$ cat src/rtl/ahfp_pkg.sv
// Shared constants for the ahfp delay line and its result FIFO, plus a clog2 helper.
package ahfp_pkg;

   localparam int unsigned AHFP_WIDTH  = 32;
   localparam int unsigned AHFP_STAGES = 10;

   function automatic int unsigned clog2(input int unsigned v);
      int unsigned r;
      r = 0;
      for (int unsigned i = 0; i < 32; i++) begin
         if ((32'd1 << i) < v) r = i + 1;
      end
      return r;
   endfunction

endpackage

$ cat src/rtl/ahfp_valid_chain.sv
// Valid token shift register mirroring the ahfp delay line latency.
module ahfp_valid_chain
   import ahfp_pkg::*;
#(
   parameter int unsigned STAGES = AHFP_STAGES
) (
   input  logic clk,
   input  logic rst,
   input  logic d,
   output logic q
);

   logic [STAGES-1:0] sr;

   always_ff @(posedge clk or posedge rst) begin
      if (rst) begin
         sr <= '0;
      end else begin
         sr[0] <= d;
         for (int unsigned i = 1; i < STAGES; i++) sr[i] <= sr[i-1];
      end
   end

   assign q = sr[STAGES-1];

endmodule

$ cat src/rtl/ahfp_result_fifo.sv
// Captures ahfp delay line results into a credit-protected FWFT FIFO with a ready/valid port.
module ahfp_result_fifo
   import ahfp_pkg::*;
#(
   parameter int unsigned WIDTH  = AHFP_WIDTH,
   parameter int unsigned STAGES = AHFP_STAGES,
   parameter int unsigned DEPTH  = 16
) (
   input  logic                    clk,
   input  logic                    rst,
   input  logic                    issue,
   output logic                    issue_ok,
   input  logic [WIDTH-1:0]        in_data,
   output logic                    out_valid,
   input  logic                    out_ready,
   output logic [WIDTH-1:0]        out_data,
   output logic [clog2(DEPTH):0]   level,
   output logic                    err
);

   localparam int unsigned PW = clog2(DEPTH);
   localparam int unsigned LW = PW + 1;

   logic [WIDTH-1:0] mem [DEPTH];
   logic [PW-1:0]    rd_ptr;
   logic [PW-1:0]    wr_ptr;
   logic [LW-1:0]    reserved;
   logic             acc;
   logic             pop;
   logic             push;
   logic             full;
   logic             wr_en;

   // Credits cover both in-flight tokens and stored entries, so a push always has room.
   assign issue_ok  = (reserved < LW'(DEPTH));
   assign acc       = issue & issue_ok;
   assign out_valid = (level != '0);
   assign pop       = out_valid & out_ready;
   assign full      = (level == LW'(DEPTH));
   assign wr_en     = push & (~full | pop);
   assign out_data  = mem[rd_ptr];

   ahfp_valid_chain #(.STAGES(STAGES)) u_vchain (
      .clk (clk),
      .rst (rst),
      .d   (acc),
      .q   (push)
   );

   always_ff @(posedge clk or posedge rst) begin
      if (rst) begin
         rd_ptr   <= '0;
         wr_ptr   <= '0;
         level    <= '0;
         reserved <= '0;
         err      <= 1'b0;
      end else begin
         if (wr_en) wr_ptr <= wr_ptr + PW'(1);
         if (pop)   rd_ptr <= rd_ptr + PW'(1);
         level    <= level + LW'(wr_en) - LW'(pop);
         reserved <= reserved + LW'(acc) - LW'(pop);
         if ((issue & ~issue_ok) | (push & ~wr_en)) err <= 1'b1;
      end
   end

   // Storage is intentionally not reset; contents are only observed behind out_valid.
   always_ff @(posedge clk) begin
      if (wr_en) mem[wr_ptr] <= in_data;
   end

endmodule

$ cat config.mk
export PLATFORM = sky130hd
export DESIGN_NAME = ahfp_result_fifo
export DESIGN_NICKNAME = d
export VERILOG_FILES = /design/src/rtl/ahfp_pkg.sv /design/src/rtl/ahfp_valid_chain.sv /design/src/rtl/ahfp_result_fifo.sv
export SDC_FILE = /design/constraint.sdc
export NUM_CORES = 1
export LEC_CHECK = 0
export ABC_AREA = 1
export CORE_ASPECT_RATIO = 0.9
export CORE_MARGIN = 2
export CORE_UTILIZATION = 44
export CTS_BUF_LIST = sky130_fd_sc_hd__clkbuf_4 sky130_fd_sc_hd__clkbuf_8
export CTS_CLUSTER_DIAMETER = 150
export CTS_CLUSTER_SIZE = 25
export DETAILED_ROUTE_END_ITERATION = 10
export PLACE_DENSITY = 0.69
export SYNTH_ARGS = -nofsm -noshare
export SYNTH_HDL_FRONTEND = slang
export SYNTH_SLANG_ARGS = --single-unit
$ cat constraint.sdc
create_clock -name clk -period 3.3 [get_ports clk]
set_input_delay 0.66 -clock clk [delete_from_list [all_inputs] [get_ports clk]]
set_output_delay 0.66 -clock clk [all_outputs]
set_load 0.01 [all_outputs]
==> metrics.csv, run 1 <==
stage,metric,value,unit
outcome,status,"complete, no violations",
die,die height,220,um
clock_network,Root Buffer,clkbuf_8,
setup_path,kind of critical path,reg2out,
die,die footprint,53800,um^2
timing,unrepaired setup endpoints after global routing,false,
drt,DR vias,14900,
placement,Port Buf Inserts,75,
setup_path,crit path cell chain,"buf_4, buf_4, buf_16, nor2_1, nor2_1, nor2_1, nand2_1, nand2_1, dlygate4sd2_1",
timing,post-route minimum period,3160,ps
die,Die W,244,um
cells_and_area,nets,2295,
drt,Iter 0 DRT Violations,1369,
synthesis,post-synth cell types,21,
die,core box area,51500,um^2
clock_network,H-Tree Level Count,1,
timing,period utilization,0.957,
clock_network,clock latency on the worst-skew pair,650,ps
timing,Final Max Slew Viols,0,
global_route,gr usage total,0.201,
timing,Final setup viols,0,
synthesis,mapped cell area,22800,um^2
placement,HPWL Detailed,27800,um
pwr,Max VDD drop,0.595,mV
clock_network,CTS tree,built,
cells_and_area,most frequent cells in the layout,"850 x nand2_1, 512 x edfxtp_1, 224 x inv_1",
cells_and_area,Layout Utilization,0.496,
global_route,grt ovf,0,
cells_and_area,Area Overhead vs Synth,11.8,%
setup_path,"most used cell, CP",nor2_1,
timing,Max-slew headroom,0.290,
drt,Residual DRC,0,
die,initial core utilization,0.444,
drt,WL final,53900,um
setup_path,critical path required time,2640,ps
timing,final hold violations,0,
setup_path,CP startpoint kind,flop,
die,num rows,79,
clock_network,Num CTS Buffers,25,
drt,Top Layer Used,met5,
synthesis,Yosys reg bits,541,
global_route,number of global-route vias before repair,14500,
drt,via/cell ratio,5.09,
setup_path,CP endpoint kind,output pin,
synthesis,"top cells by area, synth","edfxtp_1 67%, nand2_1 14%, nand3_1 4.4%",
flow_run,maxcap violations,0,
drt,Final ANT Viol Nets,0,
setup_path,Worst Path Arrival,2500,ps
setup_path,CP max-delay cell,dfrtp_4,
drt,post-DR wirelength/cell,18.4,um
cells_and_area,post-route cell area,25500,um^2
synthesis,top-area cell type share of the netlist area,0.673,
die,I/O pins,76,
global_route,initial antenna violation count,3,
timing,Least-Margin Pin Slew,1060,ps
timing,Max Clock Freq,0.317,GHz
cells_and_area,share of layout cells above drive strength 1,0.0569,
worst_hold_path,Hold WC Path Type,reg2reg,
global_route,global-route wire length before repair,82900,um
synthesis,Mapped Nets,2225,
clock_network,"CTS clk-pin slew, worst paths",150,ps
placement,Placed Area,24700,um^2
synthesis,Mean Syn Cell Area,10.5,um^2
setup_path,crit-path max FO,34,
clock_network,Bufs on Longest Clock Path,3,
timing,skew final,32.6,ps
drt,WL met2,25900,um
setup_path,"slowest stage delay, CP",550,ps
pwr,PwrDens,719,nW/um^2
drt,Met3 Routed Length,3710,um
synthesis,"Seq/Total Area, Yosys",0.705,
pwr,Lkg Pwr,0.0104,uW
synthesis,biggest area consumer among synthesized cells,edfxtp_1,
clock_network,Sink Count,541,
cells_and_area,"most common cell after layout, fill and taps aside",nand2_1,
global_route,largest net degree at the start of global routing,72,
synthesis,Synth Instances,2171,
drt,1st-pass router iterations,6,
drt,WL met1,23000,um
synthesis,synth warn,0,
placement,RD Place Congestion,0.807,
-- Yosys cell counts, drive strengths merged --
cell,n
o21ai,4
xnor2,4
nand3b,2
nand3,201
clkbuf,21
buf,79
nor2,214
inv,228
fa,2
ha,16
a21oi,1
edfxtp,512
nor3b,1
xor2,6
nand2,851
dfrtp,29
-- critical path, delay by kind of cell (launching register included) --
family / cells / cell delay, ps
and+or+nand+nor: 5 / 450
buffers and inverters: 4 / 830
DFF: 1 / 550
-- final cells by class --
class                   instances  area [um^2]
fillers                      4467        26000
flip-flops and latches        541        16100
multi-input cells            1302         5510
repair buffers                142         1750
inverters                     228          875
well taps                     688          861
clock buffers                  34          412
clock inverters                 1         11.3
repair inverters                1         8.76
diodes                          1         2.50
-- final timing paths --
path / cells after the start / slack [ps] / from / end
max reg2reg: 15 / 350 / level[3]$_DFF_PP0_ / reserved[4]$_DFF_PP0_
max in group asynchronous: 2 / 1980 / rst / rd_ptr[0]$_DFFE_PP0N_
max: 9 / 140 / rd_ptr[0]$_DFFE_PP0N_ / out_data[12]
min reg2reg: 0 / 360 / u_vchain.sr[0]$_DFF_PP0_ / u_vchain.sr[1]$_DFF_PP0_
min: 0 / 360 / u_vchain.sr[0]$_DFF_PP0_ / u_vchain.sr[1]$_DFF_PP0_
min in group asynchronous: 2 / 570 / rst / rd_ptr[3]$_DFFE_PP0N_
-- state kept, by name, summed over array words and instances, names as in the netlist --
register     count
mem            512
u_vchain.sr     10
level            5
reserved         5
rd_ptr           4
wr_ptr           4
err              1
-- cell families (layout without fill, tap and decap cells) --
kind of cell,count (synthesis),after routing,share of synthesized area
flip-flops,541,541,0.705
AO/OA/AOI/OAI,5,5,0.00110
other,0,1,0
XOR/XNOR,10,10,0.00383
AND/OR/NAND/NOR,1269,1269,0.220
adder cells (fa/ha/maj),18,18,0.0105
buffers and inverters,328,406,0.0594
-- metrics by stage --
step                setup WS, ps  setup TNS (ps)  hold WS (ps)  total power, uW  std cells
floorplan                    347               0           331            12700       2171
global placement             404               0           333            15300       2883
detailed placement           359               0           335            15500       2883
CTS                         -153            -686           367            18500       2937
global route               0.288               0           373            19500       2938
finish                       143               0           365            18400       2938
-- where the power goes --
part,leakage (uW),switching (uW),internal (uW)
logic,0.00522,4760,2620
clock network,0.000227,1920,815
registers,0.00496,209,8050
-- metal layers --
metal | global-route usage | up-vias
met2 | 0.344 | 546
met5 | 0 | -
met1 | 0.273 | 7209
met3 | 0.0241 | 93
met4 | 0.0567 | 4
li1 | - | 7094
-- repair_timing --
action / in CTS / in global routing
gates cloned: 8 / 0
endpoints found under the setup margin: 32 / 7
setup buffers: 11 / 0
resized for setup: 45 / 9
hold buffers: 0 / 0
Note: power is estimated with default switching activity, not from simulation.
==> inputs of run 2 (changes only) <==
CORE_ASPECT_RATIO = unset   (was 0.9)
==> metrics.csv, run 2 (synthesis results as in run 1) <==
stage,metric,value,unit,change
timing,Final setup viols,0,,unchanged
placement,Port Buf Inserts,75,,unchanged
timing,Max-slew headroom,0.384,,+0.0943
placement,Placed Area,24700,um^2,about the same
pwr,switching part of the total,0.372,,-0.00271
pwr,total power,18800,uW,+2.4%
clock_network,Num CTS Buffers,25,,unchanged
setup_path,"slowest stage delay, CP",600,ps,+50 ps
pwr,Comb pwr share,0.415,,+0.014
setup_path,CP Buf/Inv Count,5,,+1
die,die height,232,um,+5.3%
die,die footprint,53800,um^2,about the same
timing,Max Clock Freq,0.313,GHz,-1.1%
die,Die W,232,um,-5.0%
die,core box area,51300,um^2,-0.38%
placement,HPWL Detailed,26400,um,-5.3%
global_route,grt ovf,0,,unchanged
flow_run,maxcap violations,0,,unchanged
drt,WL final,54100,um,+0.34%
cells_and_area,Layout Utilization,0.504,,+0.00841
outcome,status,"complete, no violations",,
global_route,gr usage total,0.197,,-0.00433
die,num rows,83,,+5.1%
global_route,global-route wire length before repair,81000,um,-2.3%
global_route,number of global-route vias before repair,14400,,-1.3%
placement,RD Place Congestion,0.752,,-6.9%
clock_network,CTS tree,built,,
worst_hold_path,Hold WC Path Type,reg2reg,,
drt,Residual DRC,0,,unchanged
timing,post-route minimum period,3190,ps,+35.1 ps
setup_path,CP max-delay cell,dfrtp_4,,
pwr,Pint,11800,uW,+2.9%
cells_and_area,post-route cell area,25900,um^2,+1.3%
clock_network,H-Tree Level Count,1,,unchanged
drt,Iter 0 DRT Violations,1326,,-3.1%
setup_path,CP endpoint kind,output pin,,
setup_path,critical path required time,2640,ps,about the same
clock_network,Bufs on Longest Clock Path,3,,unchanged
setup_path,crit-path max FO,20,,-41%
global_route,initial antenna violation count,0,,-3
setup_path,crit path cell chain,"inv_12, buf_12, buf_4, buf_16, nand2_1, nand3_1, nand2_1, nor2_1, nand2_1, nand2_1, dlygate4sd2_1",,
die,initial core utilization,0.445,,+0.00170
setup_path,CP startpoint kind,flop,,
pwr,Reg power frac,0.440,,-0.010
clock_network,Sink Count,541,,unchanged
setup_path,kind of critical path,reg2out,,
clock_network,clock latency on the worst-skew pair,640,ps,about the same
drt,1st-pass router iterations,5,,-1
pwr,Lkg Pwr,0.0105,uW,+1.3%
pwr,Max VDD drop,0.550,mV,-7.6%
pwr,clock share of power,0.145,,-0.004
cells_and_area,Reg with most FFs,mem,,
drt,DR vias,14900,,-0.32%
setup_path,Worst Path Arrival,2530,ps,+30 ps
timing,period utilization,0.967,,+0.0106
cells_and_area,biggest regs,"mem: 512 flops, u_vchain.sr: 10 flops",,
cells_and_area,nets,2300,,+0.22%
drt,via/cell ratio,5.08,,-0.19%
setup_path,"CP delay by family, top",buffers and inverters,,
timing,final hold violations,0,,unchanged
timing,Hold WS,352,ps,-13.0 ps
cells_and_area,most frequent cells in the layout,"849 x nand2_1, 512 x edfxtp_1, 224 x inv_1",,
global_route,largest net degree at the start of global routing,65,,-9.7%
timing,final setup TNS,0,ps,unchanged
pwr,PwrDens,727,nW/um^2,+1.1%
clock_network,cts hold-fix bufs,0,,unchanged
die,I/O pins,76,,unchanged
cells_and_area,ant diodes,0,,-1
setup_path,"most used cell, CP",nand2_1,,
clock_network,Root Buffer,clkbuf_8,,
cells_and_area,max reg flops,512,,unchanged
clock_network,"CTS clk-pin slew, worst paths",150,ps,about the same
timing,skew final,28.7,ps,-3.91 ps
cells_and_area,Area Overhead vs Synth,13.2,%,
pwr,NetSw,7000,uW,+1.7%
timing,Final Max Slew Viols,0,,unchanged
drt,Final ANT Viol Nets,0,,unchanged
timing,Least-Margin Pin Slew,922,ps,-141 ps
cells_and_area,"most common cell after layout, fill and taps aside",nand2_1,,
cells_and_area,share of layout cells above drive strength 1,0.0634,,+0.00653
drt,post-DR wirelength/cell,18.4,um,+0.48%
[run 2: changes by cell type in the layout (fill, tap and decap cells not counted), sizes merged]
cell           change
clkbuf            +12
dlygate4sd2       -12
clkdlybuf4s15      +4
inv                -1
buf                -2
dlymetal6s2s       +3
nor2               +1
diode              -1
[run 2: per-stage QoR]
stage          worst slack (ps)  instances
5_1_grt                   -10.3       2934
2_1_floorplan               347       2171
4_1_cts                    -128       2918
3_3_place_gp                287       2866
6_report                    108       2934
3_5_place_dp                169       2866
[run 2: worst reg2reg max path, stage by stage, from the launching register on]
cell and delay [ps]:
dfrtp_1 430, inv_1 100, ha_1 170, nor3b_1 310, nand2_1 150, nand2_2 170, inv_1 140, ha_1 290
inv_1 60, ha_1 150, inv_1 60, fa_1 420, o21ai_0 210, nand2_1 100, nand2_1 90, nand2_1 60
nand2_1 70
[run 2: path summary, 6_finish.rpt]
kind	startpoint	to	slack [ps]	cells past startpoint
min in group asynchronous	rst	u_vchain.sr[4]$_DFF_PP0_	490	2
min	u_vchain.sr[5]$_DFF_PP0_	u_vchain.sr[6]$_DFF_PP0_	350	0
max in group asynchronous	rst	rd_ptr[0]$_DFFE_PP0N_	2150	2
max	rd_ptr[0]$_DFFE_PP0N_	out_data[8]	110	11
min reg2reg	u_vchain.sr[5]$_DFF_PP0_	u_vchain.sr[6]$_DFF_PP0_	350	0
max reg2reg	level[2]$_DFF_PP0_	level[4]$_DFF_PP0_	280	16
[run 2: what timing repair did]
action	in CTS	in global routing
gates resized for setup	49	34
gates cloned	8	7
endpoints found under the setup margin	32	11
setup buffers	9	9
pin swaps	1	1
[run 2: final cells by class]
class | instances | area [um^2]
Multi-Input combinational cell | 1303 | 5530
Timing Repair Buffer | 147 | 2080
Sequential cell | 541 | 16100
Inverter | 228 | 873
Clock inverter | 1 | 11.3
Clock buffer | 34 | 412
Fill cell | 4414 | 25400
Tap cell | 680 | 851
[run 2: routing by layer]
layer | global-route usage | up-vias | wire length, um | part of all wire
met5 | 0 | - | 0 | 0
met4 | 0.0607 | 0 | 1150 | 0.021
met3 | 0.0187 | 86 | 3040 | 0.056
met2 | 0.338 | 489 | 27000 | 0.50
met1 | 0.265 | 7215 | 22900 | 0.42
li1 | - | 7108 | - | -
[run 2: power by group through the flow]
stage	sequential (uW)	clock [uW]	combinational, uW
finish	8270	2730	7820
global route	8320	3010	8600
CTS	8290	2780	7430
detailed placement	8440	0	7000
global placement	8420	0	6860
floorplan	8370	0	4320
==> inputs of run 3 (changes only) <==
GPL_TIMING_DRIVEN = 0   (was unset)
REMOVE_ABC_BUFFERS = 1   (was unset)
==> metrics.csv, run 3 (synthesis results as in run 1) <==
stage,metric,value,unit,change
cells_and_area,biggest regs,"mem: 512 flops, u_vchain.sr: 10 flops",,
setup_path,CP endpoint kind,output pin,,
setup_path,crit path cell chain,"buf_12, inv_6, nand2_1, nor2_1, nand2_1, nand2_1, dlygate4sd2_1",,
pwr,switching part of the total,0.383,,+0.0108
timing,Final setup viols,0,,unchanged
clock_network,H-Tree Level Count,1,,unchanged
pwr,PwrDens,754,nW/um^2,+3.7%
drt,via/cell ratio,5.28,,+4.0%
pwr,Comb pwr share,0.445,,+0.030
placement,Port Buf Inserts,75,,unchanged
timing,Hold WS,356,ps,+4.51 ps
setup_path,CP startpoint kind,flop,,
timing,skew final,18.5,ps,-10.2 ps
die,num rows,83,,unchanged
die,core box area,51300,um^2,unchanged
cells_and_area,Layout Cells excl Fill,2968,,+1.2%
global_route,number of global-route vias before repair,15300,,+6.4%
setup_path,reg-to-reg critical path endpoint,level[4]$_DFF_PP0_,,
timing,period utilization,0.968,,+0.00104
worst_hold_path,hold path depth,0,,unchanged
clock_network,Num CTS Buffers,25,,unchanged
clock_network,clock latency on the worst-skew pair,650,ps,about the same
setup_path,"slowest stage delay, CP",600,ps,about the same
pwr,Lkg Pwr,0.0108,uW,+2.5%
placement,RD Place Congestion,0.721,,-4.0%
clock_network,Bufs on Longest Clock Path,3,,unchanged
cells_and_area,share of layout cells above drive strength 1,0.0953,,+0.0318
placement,Cells after DPL,2855,,-0.38%
setup_path,"most used cell, CP",nand2_1,,
setup_path,R2R setup slack,400,ps,+120 ps
drt,1st-pass router iterations,6,,+1
drt,Iter 0 DRT Violations,1859,,+40%
worst_hold_path,Hold WC Path Type,reg2reg,,
clock_network,Sink Count,541,,unchanged
setup_path,Reg-to-Reg Start,level[2]$_DFF_PP0_,,
timing,post-route minimum period,3200,ps,+3.42 ps
timing,Max-slew headroom,0.261,,-0.124
pwr,NetSw,7660,uW,+9.3%
timing,Least-Margin Pin Slew,1110,ps,+185 ps
clock_network,"CTS clk-pin slew, worst paths",150,ps,about the same
die,die height,232,um,unchanged
global_route,met3 usage,0.0449,,+0.0263
pwr,Max VDD drop,0.544,mV,-1.1%
drt,Residual DRC,0,,unchanged
global_route,met1 usage,0.308,,+0.0440
placement,HPWL Detailed,29100,um,+10%
outcome,status,"complete, no violations",,
setup_path,kind of critical path,reg2out,,
drt,Final ANT Viol Nets,0,,unchanged
drt,post-DR wirelength/cell,20.6,um,+12%
cells_and_area,Reg with most FFs,mem,,
flow_run,maxcap violations,0,,unchanged
drt,DR vias,15700,,+5.2%
pwr,Pint,12300,uW,+4.4%
die,initial core utilization,0.445,,unchanged
die,Die W,232,um,unchanged
pwr,clock share of power,0.139,,-0.006
pwr,Reg power frac,0.416,,-0.024
setup_path,critical path required time,2640,ps,about the same
cells_and_area,ant diodes,0,,unchanged
clock_network,CTS tree,built,,
worst_hold_path,Hold Path Sink,u_vchain.sr[3]$_DFF_PP0_,,
global_route,largest net degree at the start of global routing,73,,+12%
timing,Final Max Slew Viols,0,,unchanged
global_route,grt ovf,0,,unchanged
cells_and_area,nets,2334,,+1.5%
global_route,global route hottest layer,met2,,
die,I/O pins,76,,unchanged
drt,WL final,61200,um,+13%
clock_network,Root Buffer,clkbuf_8,,
global_route,initial antenna violation count,1,,+1
cells_and_area,Area Overhead vs Synth,16.0,%,
timing,final hold violations,0,,unchanged
global_route,GRT met2 Usage,0.361,,+0.0229
setup_path,crit-path max FO,32,,+60%
setup_path,CP max-delay cell,dfrtp_2,,
timing,Max Clock Freq,0.313,GHz,-0.11%
global_route,global-route wire length before repair,90300,um,+12%
cells_and_area,max reg flops,512,,unchanged
worst_hold_path,Hold Crit Start,u_vchain.sr[2]$_DFF_PP0_,,
setup_path,Reg2Reg Depth,15,,-1
setup_path,Worst Path Arrival,2540,ps,about the same
cells_and_area,most frequent cells in the layout,"834 x nand2_1, 512 x edfxtp_1, 223 x inv_1",,
cells_and_area,"most common cell after layout, fill and taps aside",nand2_1,,
global_route,gr usage total,0.225,,+0.0289
die,die footprint,53800,um^2,unchanged
[run 3: worst max path at each step]
| stage | startpoint | slack, ps | to |
|---|---|---|---|
| after CTS | rd_ptr[0]$_DFFE_PP0N_ | -130 | out_data[30] |
| after detailed placement | rd_ptr[0]$_DFFE_PP0N_ | -850 | out_data[30] |
| after global placement | rd_ptr[0]$_DFFE_PP0N_ | -15110 | out_data[30] |
| after floorplan | rd_ptr[0]$_DFFE_PP0N_ | -6700 | out_data[0] |
| final | rd_ptr[3]$_DFFE_PP0N_ | 100 | out_data[8] |
| after global routing | rd_ptr[0]$_DFFE_PP0N_ | -8 | out_data[15] |
[run 3: what timing repair did]
item,CTS,global route
cloned,27,1
endpoints found under the hold margin,0,0
pin swaps,21,10
gates resized for setup,155,41
setup endpoints to repair,33,31
hold buffers,0,0
setup buffers,40,13
[run 3: layout make-up]
| class | count | area (um^2) |
|---|---|---|
| clock inverters | 1 | 11.3 |
| flip-flops and latches | 541 | 16100 |
| repair buffers | 174 | 2470 |
| multi-input cells | 1304 | 5630 |
| clock buffers | 34 | 412 |
| inverters | 228 | 907 |
| fillers | 4304 | 24800 |
| repair inverters | 6 | 100 |
| well taps | 680 | 851 |
[run 3: critical path, delay by kind of cell (launching register included)]
kind / cells / cell delay [ps]
buffers and inverters: 3 / 880
flip-flops: 1 / 600
AND/OR/NAND/NOR: 4 / 370
[run 3: metrics by stage]
step	utilization	cell area (um^2)	setup TNS [ps]	power, uW	setup slack [ps]
6_report	0.516	26500	0	20000	105
5_1_grt	0.516	26500	-7.54	21000	-7.54
4_1_cts	0.513	26300	-818	19800	-133
3_5_place_dp	0.482	24700	-28070	15600	-845
3_3_place_gp	0.467	23900	-1625600	14400	-15110
2_1_floorplan	-	22300	-231650	12600	-6700
[run 3: layer usage]
| layer | wire [um] | share of wire | up-vias |
|---|---|---|---|
| li1 | - | - | 7181 |
| met1 | 24200 | 0.40 | 7568 |
| met2 | 28700 | 0.47 | 785 |
| met3 | 6360 | 0.10 | 132 |
| met4 | 1890 | 0.031 | 2 |
| met5 | 13 | 0.00021 | - |
[run 3: power groups by stage]
stage | combinational, uW | clock [uW] | sequential, uW
floorplan | 3830 | 0 | 8740
global placement | 5520 | 0 | 8910
detailed placement | 7060 | 0 | 8530
CTS | 8700 | 2800 | 8290
global route | 9640 | 3000 | 8360
finish | 8900 | 2770 | 8310
